File: src/rtl/adc_scan_arbiter.sv
// Round-robin arbiter sharing one ADC conversion engine between NREQ requesters,
// with a minimum start-to-start interval and a conversion timeout.
module adc_scan_arbiter #(
  parameter int NREQ        = 4,
  parameter int CLK_RATE    = 50000000,
  parameter int ADC_RATE    = 48000,
  parameter int TIMEOUT_CYC = 4096
) (
  input  logic              clk,
  input  logic              reset_n,
  input  logic [NREQ-1:0]   req,
  input  logic [3*NREQ-1:0] req_ch,
  output logic [NREQ-1:0]   grant,
  output logic [NREQ-1:0]   done,
  output logic [11:0]       data,
  output logic              err,
  output logic              busy,
  output logic              adc_start,
  output logic [2:0]        adc_ch,
  input  logic              adc_ready,
  input  logic              adc_done,
  input  logic [11:0]       adc_data
);

  localparam int MIN_GAP = CLK_RATE / ADC_RATE;
  localparam int MAX_CNT = (MIN_GAP > TIMEOUT_CYC) ? MIN_GAP : TIMEOUT_CYC;
  localparam int CW      = $clog2(MAX_CNT + 1);
  localparam int PW      = $clog2(NREQ);

  localparam logic [CW-1:0]   CNT_SAT  = {CW{1'b1}};
  localparam logic [CW-1:0]   GAP_LIM  = CW'(MIN_GAP);
  localparam logic [CW-1:0]   TO_LIM   = CW'(TIMEOUT_CYC);
  localparam logic [PW:0]     SUM_N    = (PW + 1)'(NREQ);
  localparam logic [PW-1:0]   LAST_IDX = PW'(NREQ - 1);
  localparam logic [NREQ-1:0] ONE_HOT0 = {{(NREQ - 1){1'b0}}, 1'b1};

  typedef enum logic [1:0] {
    ST_IDLE = 2'd0,
    ST_WAIT = 2'd1,
    ST_GAP  = 2'd2
  } state_t;

  state_t          r_state;
  state_t          w_state_nxt;
  logic [1:0]      r_rst_sync;
  logic            w_rst_n;
  logic [PW-1:0]   r_ptr;
  logic [PW-1:0]   r_owner;
  logic [CW-1:0]   r_gap_cnt;
  logic [CW-1:0]   r_to_cnt;
  logic [NREQ-1:0] r_grant;
  logic [NREQ-1:0] r_done;
  logic [11:0]     r_data;
  logic            r_err;
  logic            r_busy;
  logic            r_adc_start;
  logic [2:0]      r_adc_ch;

  logic [NREQ-1:0] w_req_rot;
  logic [PW-1:0]   w_off;
  logic [PW:0]     w_sum;
  logic [PW-1:0]   w_win;
  logic [5:0]      w_ch_sh_amt;
  logic [2:0]      w_win_ch;
  logic [PW-1:0]   w_ptr_nxt;
  logic            w_start;
  logic            w_finish;
  logic            w_fin_err;

  // Lowest set bit of a request vector already rotated so bit 0 is the pointer position.
  function automatic logic [PW-1:0] first_set(input logic [NREQ-1:0] v);
    logic [PW-1:0] idx;
    idx = '0;
    for (int i = NREQ - 1; i >= 0; i--) begin
      if (v[i]) idx = PW'(i);
    end
    return idx;
  endfunction

  // Reset synchroniser: asserts asynchronously, releases two clocks after reset_n rises.
  always_ff @(posedge clk or negedge reset_n) begin
    if (!reset_n) r_rst_sync <= 2'b00;
    else          r_rst_sync <= {r_rst_sync[0], 1'b1};
  end

  assign w_rst_n = r_rst_sync[1];

  // Round-robin winner search, channel select and next pointer.
  always_comb begin
    w_req_rot   = NREQ'({req, req} >> r_ptr);
    w_off       = first_set(w_req_rot);
    w_sum       = {1'b0, r_ptr} + {1'b0, w_off};
    if (w_sum >= SUM_N) w_win = PW'(w_sum - SUM_N);
    else                w_win = w_sum[PW-1:0];
    w_ch_sh_amt = 6'(w_win) * 6'd3;
    w_win_ch    = 3'(req_ch >> w_ch_sh_amt);
    if (r_owner == LAST_IDX) w_ptr_nxt = '0;
    else                     w_ptr_nxt = r_owner + PW'(1);
  end

  // Next-state decode and one-cycle start/finish events.
  always_comb begin
    w_state_nxt = r_state;
    w_start     = 1'b0;
    w_finish    = 1'b0;
    w_fin_err   = 1'b0;
    case (r_state)
      ST_IDLE: begin
        if ((|req) && adc_ready) begin
          w_state_nxt = ST_WAIT;
          w_start     = 1'b1;
        end else begin
          w_state_nxt = ST_IDLE;
        end
      end
      ST_WAIT: begin
        // A result arriving on the expiry cycle still counts as a good conversion.
        if (adc_done) begin
          w_state_nxt = ST_GAP;
          w_finish    = 1'b1;
        end else if (r_to_cnt >= TO_LIM) begin
          w_state_nxt = ST_GAP;
          w_finish    = 1'b1;
          w_fin_err   = 1'b1;
        end else begin
          w_state_nxt = ST_WAIT;
        end
      end
      ST_GAP: begin
        if (r_gap_cnt >= GAP_LIM) w_state_nxt = ST_IDLE;
        else                      w_state_nxt = ST_GAP;
      end
      default: begin
        w_state_nxt = ST_IDLE;
      end
    endcase
  end

  // State register.
  always_ff @(posedge clk or negedge w_rst_n) begin
    if (!w_rst_n) r_state <= ST_IDLE;
    else          r_state <= w_state_nxt;
  end

  // Registered outputs, owner/pointer bookkeeping and saturating counters.
  always_ff @(posedge clk or negedge w_rst_n) begin
    if (!w_rst_n) begin
      r_ptr       <= '0;
      r_owner     <= '0;
      r_gap_cnt   <= '0;
      r_to_cnt    <= '0;
      r_grant     <= '0;
      r_done      <= '0;
      r_data      <= 12'd0;
      r_err       <= 1'b0;
      r_busy      <= 1'b0;
      r_adc_start <= 1'b0;
      r_adc_ch    <= 3'd0;
    end else begin
      r_adc_start <= w_start;
      r_busy      <= (w_state_nxt != ST_IDLE);
      r_done      <= '0;
      if (w_start) begin
        r_gap_cnt <= '0;
        r_to_cnt  <= '0;
        r_owner   <= w_win;
        r_grant   <= ONE_HOT0 << w_win;
        r_adc_ch  <= w_win_ch;
      end else begin
        if (r_gap_cnt != CNT_SAT) r_gap_cnt <= r_gap_cnt + CW'(1);
        if (r_to_cnt  != CNT_SAT) r_to_cnt  <= r_to_cnt + CW'(1);
      end
      if (w_finish) begin
        r_done  <= ONE_HOT0 << r_owner;
        r_grant <= '0;
        r_data  <= w_fin_err ? 12'd0 : adc_data;
        r_err   <= w_fin_err;
        r_ptr   <= w_ptr_nxt;
      end
    end
  end

  assign grant     = r_grant;
  assign done      = r_done;
  assign data      = r_data;
  assign err       = r_err;
  assign busy      = r_busy;
  assign adc_start = r_adc_start;
  assign adc_ch    = r_adc_ch;

endmodule

File: config.mk
export PLATFORM = sky130hd
export DESIGN_NAME = adc_scan_arbiter
export DESIGN_NICKNAME = d
export VERILOG_FILES = /design/src/rtl/adc_scan_arbiter.sv
export SDC_FILE = /design/constraint.sdc
export NUM_CORES = 1
export LEC_CHECK = 0
export CAP_MARGIN = 15
export CORE_ASPECT_RATIO = 1.5
export CORE_MARGIN = 2
export CORE_UTILIZATION = 51
export DETAILED_ROUTE_END_ITERATION = 6
export GPL_ROUTABILITY_DRIVEN = 1
export HOLD_SLACK_MARGIN = 0.1
export MAX_ROUTING_LAYER = met4
export PLACE_DENSITY = 0.76
export SLEW_MARGIN = 20
export SYNTH_ARGS = -nofsm -noshare
export SYNTH_HDL_FRONTEND = slang
export SYNTH_SLANG_ARGS = --single-unit
File: constraint.sdc
create_clock -name clk -period 2.6 [get_ports clk]
set_input_delay 0.65 -clock clk [delete_from_list [all_inputs] [get_ports clk]]
set_output_delay 0.65 -clock clk [all_outputs]
set_load 0.02 [all_outputs]
-- Word level (Yosys, flattened, before mapping)
Index checks and enable logic that the tools add are counted.
- shift-type cells: 4
- add/sub/neg operators: 5
- muxes and demuxes: 26
- equal/unequal tests: 5
- multipliers: 1
- order comparisons: 3
- reduce and logical (&&, ||, !) cells: 7
- operators with widths (cell ; number):
    13-bit two-way mux ; 4
    13-bit by 1-bit adder with 13-bit output (second input constant) ; 2
    13-bit inequality test (second input constant) ; 2
    2-bit two-way mux ; 9
    13-bit by 11-bit >= comparator with 1-bit output (second input constant) ; 1
    13-bit >= comparator (second input constant) ; 1
    12-bit two-way mux ; 1
    4-bit two-way mux ; 3
    12-bit by 4-bit >> shifter with 3-bit output ; 1
    1-bit two-way mux ; 8
    2-bit nonzero test ; 4
    1-bit by 2-bit << shifter with 4-bit output (first input constant) ; 2
    8-bit by 2-bit >> shifter with 4-bit output ; 1
    2-bit case mux with 3 select lines ; 1
    2-bit equality test (second input constant) ; 2
    2-bit by 2-bit multiplier with 4-bit output (second input constant) ; 1
    4-bit OR reduction ; 1
    2-bit by 2-bit adder with 3-bit output ; 1
    3-bit >= comparator (second input constant) ; 1
    2-bit by 1-bit adder with 2-bit output (second input constant) ; 1
    2-bit by 1-bit equality test with 1-bit output (second input constant) ; 1
    2-bit zero test ; 1
    2-bit by 1-bit subtractor with 2-bit output (second input constant) ; 1
    1-bit logical AND ; 1
- bits of input ports: 32
- logic and storage cells: 64
- output and inout bits: 26
- register bits after elaboration: 60

-- Longest topological paths before layout
Gate-level depths: netlist of the first run.
- word-level depth: 11
- gate-level depth with buffers: 11
- gate-level depth less buffers: 10

-- Least setup slack after synthesis of the first run
No wires, ideal clock.
- path type: input to register
- start: input port req[2]
- end: register r_adc_ch[0], in the netlist adc_ch[0]
- path buffers: 2
- arrival time: 2.246 ns
- library setup time: 0.132 ns
- data required time: 2.468 ns
- slack: 0.221 ns
- cell stages on the path: 10
- cell sequence: clkbuf_1 -> nor2b_1 -> a21oi_1 -> nor2_1 -> a21oi_1 -> a21oi_1 -> ha_1 -> clkbuf_1 -> a2111oi_0 -> o31ai_1
- word-level cells in the longest chain between the ends: 10
- elaborated cells on any way between the ends: 15
- classes of those cells: add/sub (2); mul (1); order compare (1); shift (2); mux (7); reduce/logical (2)
- RTL lines (what ; line ; source):
    start: declaration ; 11 ; input logic [NREQ-1:0] req,
    8-bit by 2-bit >> shifter with 4-bit output (*) ; 90 ; w_req_rot = NREQ'({req, req} >> r_ptr);
    2-bit two-way mux (3 in a row) ; 75 ; if (v[i]) idx = PW'(i);
    2-bit two-way mux (*) ; 75 ;
    2-bit by 2-bit adder with 3-bit output (*) ; 92 ; w_sum = {1'b0, r_ptr} + {1'b0, w_off};
    via w_sum[0] ; 61 ; logic [PW:0] w_sum;
    3-bit >= comparator or 2-bit by 1-bit subtractor with 2-bit output (tied branches) ; 93 ; if (w_sum >= SUM_N) w_win = PW'(w_sum - SUM_N);
    2-bit two-way mux (*) ; 93 ;
    2-bit by 2-bit multiplier with 4-bit output (*) ; 95 ; w_ch_sh_amt = 6'(w_win) * 6'd3;
    12-bit by 4-bit >> shifter with 3-bit output (*) ; 96 ; w_win_ch = 3'(req_ch >> w_ch_sh_amt);
    end signal: assignment ; 168 ; r_adc_ch <= w_win_ch;
    end: declaration ; 57 ; logic [2:0] r_adc_ch;
The timed path passes the listed nets; every way through them passes the cells marked *.
A chain may end at the register's enable or synchronous reset.

-- Final worst setup path of the first run
- start: input port req[3]
- end: register r_adc_ch[1], in the netlist adc_ch[1]
- word-level cells in the longest chain between the ends: 10
- elaborated cells on any way between the ends: 15
- classes of those cells: add/sub (2); mul (1); order compare (1); shift (2); mux (7); reduce/logical (2)
- RTL lines (what ; line):
    8-bit by 2-bit >> shifter with 4-bit output ; 90
    2-bit two-way mux (4 in a row) ; 75
    2-bit by 2-bit adder with 3-bit output ; 92
    3-bit >= comparator or 2-bit by 1-bit subtractor with 2-bit output (tied branches) ; 93
    2-bit two-way mux ; 93
    2-bit by 2-bit multiplier with 4-bit output ; 95
    12-bit by 4-bit >> shifter with 3-bit output ; 96
Parallel ways exist; a longest one is shown, timed or not.

==> results of run 1 <==
-- critical path, delay by kind of cell --
| kind | cells | cell delay (ns) |
|---|---|---|
| buf+inv | 1 | 0.51 |
| fa+ha+maj | 1 | 0.25 |
| compound gates | 5 | 0.81 |
| simple gates | 2 | 0.31 |
| xor+xnor | 1 | 0.17 |
-- cells by family (layout without fill, tap and decap cells) --
family / Yosys count / after routing / share of synthesized area [%]
simple gates: 123 / 123 / 22.06
compound gates: 57 / 57 / 13.11
xor+xnor: 17 / 17 / 5.098
fa+ha+maj: 8 / 8 / 3.428
mux: 4 / 4 / 1.414
other cells: 1 / 1 / 0.1284
buf+inv: 22 / 105 / 3.342
flops: 60 / 60 / 51.41
-- routing by layer --
metal,track usage (%),up-vias
li1,-,1190
met1,26.64,1151
met2,36.52,38
met3,5.000,9
met4,7.853,0
met5,-,-
-- power breakdown --
group | internal (W) | switching, W
clock network | 0.000638 | 0.000358
registers | 0.00120 | 0.000210
logic | 0.000875 | 0.000927
-- worst min-delay path by stage --
stage | end | from | slack, ns | depth (start not counted)
2_1_floorplan | r_rst_sync[1]$_DFF_PN0_ | r_rst_sync[0]$_DFF_PN0_ | 0.33 | 0
3_3_place_gp | r_to_cnt[10]$_DFFE_PN0P_ | r_rst_sync[1]$_DFF_PN0_ | 0.29 | 0
3_5_place_dp | r_to_cnt[8]$_DFFE_PN0P_ | r_rst_sync[1]$_DFF_PN0_ | 0.30 | 0
4_1_cts | r_to_cnt[8]$_DFFE_PN0P_ | r_rst_sync[1]$_DFF_PN0_ | 0.31 | 0
5_1_grt | adc_start$_DFF_PN0_ | r_rst_sync[1]$_DFF_PN0_ | 0.35 | 0
6_report | r_to_cnt[8]$_DFFE_PN0P_ | r_rst_sync[1]$_DFF_PN0_ | 0.29 | 0
-- registers in the layout (all words and copies together) (netlist names) --
name,count
grant,4
r_state,2
r_gap_cnt,13
data,12
r_owner,2
done,4
r_rst_sync,2
adc_ch,3
err,1
adc_start,1
r_ptr,2
r_to_cnt,13
busy,1
-- stage by stage --
step                TNS [ns]  power, W
detailed placement    -2.024  0.003055
global placement      -1.441  0.003002
floorplan                  0  0.002379
CTS                        0  0.004096
finish                     0  0.004206
global route         -0.1148  0.004487
-- timing repair --
item	in CTS	in global routing
setup endpoints to repair	1	7
pin swaps	0	8
setup buffers	0	1
resized for setup	2	15
-- final cells by class --
type | instances | area, um2 | area share [%]
clock buffers | 12 | 135.1 | 3.381
well taps | 70 | 87.58 | 2.192
inverters | 12 | 45.04 | 1.127
multi-input cells | 210 | 1390 | 34.78
flip-flops and latches | 60 | 1503 | 37.60
clock inverters | 4 | 97.59 | 2.442
repair buffers | 77 | 738.2 | 18.47
-- cells in the final DEF (no fill, tap or decap), drive strengths merged, types with 4 or more instances in the layout --
cell,instances
nor4,5
nand3,12
inv,12
or3,4
nor2b,9
o31ai,7
clkbuf,12
xor2,4
ha,8
xnor2,13
dfrtp,60
a22o,12
a21oi,10
nor2,39
nor3,12
nand4,4
o21ai,16
buf,20
nand2,18
clkdlybuf4s50,55
==> results.sh, run 1 <==
export IMPL_firstDrtPassIters=6
export IMPL_grt_usage_pct=22.29
export IMPL_syn2layout_area_growth_pct=36.85
export IMPL_place_congestion=0.8430
export IMPL_drive_gt1_share_pct=14.67
export IMPL_placed_cells=428
export IMPL_n_antenna_cell=0
export IMPL_tightest_slew_ns=0.6565
export IMPL_leakage_nw=1.694
export IMPL_final_setup_worst_slack_ns=0.1119
export IMPL_power_density_nw_per_um2=1053
export IMPL_die_h_um=96.68
export IMPL_synth_edf_count=0
export IMPL_path_cells="clkdlybuf4s50_1 -> o21ai_0 -> a21oi_1 -> nor3_1 -> a21oi_1 -> ha_2 -> xor2_2 -> nand4_1 -> a221oi_2 -> o31ai_1"
export IMPL_async_reset_ff_share_pct=100.0
export IMPL_top_layer="met4"
export IMPL_worst_path_largest_cell_delay_ns=0.51
export IMPL_vias_per_cell=5.366
export IMPL_clock_sinks=60
export IMPL_io_buffers=57
export IMPL_synth_cell_types=47
export IMPL_placed_cell_area_um2=3682
export IMPL_netlist_instances=292
export IMPL_cpMostUsedCell="a21oi_1"
export IMPL_first_iter_violations=140
export IMPL_synth_common_cells="dfrtp_1, nor2_1, nand2_1, o21ai_0, xnor2_1"
export IMPL_row_count=33
export IMPL_regToRegEndpoint="adc_ch[1]$_DFFE_PN0N_"
export IMPL_synth_net_count=332
export IMPL_synth_area_leaders="dfrtp_1, nor2_1, xnor2_1"
export IMPL_setup_viol=0
export IMPL_postRouteAntennaNets=0
export IMPL_grt_pass1_vias=2378
export IMPL_numCtsBuffers=9
export IMPL_synth_yosys_seq_area_share_pct=51.41
export IMPL_cts_hold_buffers=0
export IMPL_cts_buffer_depth=2
export IMPL_cap_violations=0
export IMPL_yosysTopAreaCell="dfrtp_1"
export IMPL_drc=0
export IMPL_syn_area_um2=2920
export IMPL_vdd_drop_max_uv=592.2
export IMPL_finalClockSkew_ns=0.006420
export IMPL_dieArea_um2=6360
export IMPL_hp_class="register to async pin"
export IMPL_r2r_start="r_ptr[1]$_DFFE_PN0P_"
export IMPL_clk_pin_slew_worst_paths_ns=0.07
export IMPL_fin_cells=445
export IMPL_slowest_stage="clkdlybuf4s50_1"
export IMPL_yosysWarningCount=0
export IMPL_dr_wl_met3_um=200
export IMPL_drt_total_wl_um=6417
export IMPL_reg2reg_setup_slack_ns=0.37
export IMPL_post_dp_hpwl_um=4538
export IMPL_fin_util_pct=72.77
export IMPL_final_hold_viol_count=0
export IMPL_synth_ff_type="dfrtp_1"
export IMPL_syn_avg_cell_area_um2=10.00
export IMPL_start_util_pct=53.18
export IMPL_routedWlPerCell_um=14.42
export IMPL_num_fill_cells=393
export IMPL_num_vias=2388
export IMPL_slew_violations=0
export IMPL_slew_headroom_pct=55.87
export IMPL_end_kind="register"
export IMPL_overflow=0
export IMPL_num_io_pins=58
export IMPL_dp_worst_setup_slack_ns=-0.4118
export IMPL_h_tree_depth=3
export IMPL_antenna_found_initial=0
export IMPL_fin_crit_sh_pct=95.70
export IMPL_path_max_fanout=4
export IMPL_grt_first_pass_wirelength_um=10880
export IMPL_crit_end="adc_ch[1]$_DFFE_PN0N_"
export IMPL_die_x_um=65.79
export IMPL_startpoint="req[3]"
export IMPL_post_synth_top_area_fraction_pct=51.41
export IMPL_critPathRequiredTime_ns=2.81
export IMPL_design_area_um2=3996
export IMPL_startpoint_type="input pin"
export IMPL_status="complete, no violations"
export IMPL_ff2ff_path_depth=10
export IMPL_nets=410
export IMPL_clockRootBuffer="clkbuf_8"
export IMPL_crit_arrival_ns=2.70
export IMPL_ys_seq_elements=60
export IMPL_clkLatencyLatePin_ns=0.33
export IMPL_drt_met1_wl_um=2675
export IMPL_coreArea_um2=5492
export IMPL_dr_wl_met2_um=3447
export IMPL_cts_tree="done"
export IMPL_fin_crit_ns=2.488
export IMPL_holdWs_ns=0.2867
export IMPL_max_freq_ghz=0.4019
export IMPL_yosysMostFrequentCell="dfrtp_1"
export IMPL_grt_max_degree=30
export IMPL_critPathKind="input pin to register"
Note: power is estimated with default switching activity, not from simulation.
==> run 2: changes to the inputs <==
Settings changed: CTS_CLUSTER_SIZE set to 16.
==> results of run 2 <==
Same layout as run 1: the final DEF is identical, and so are final timing and power.
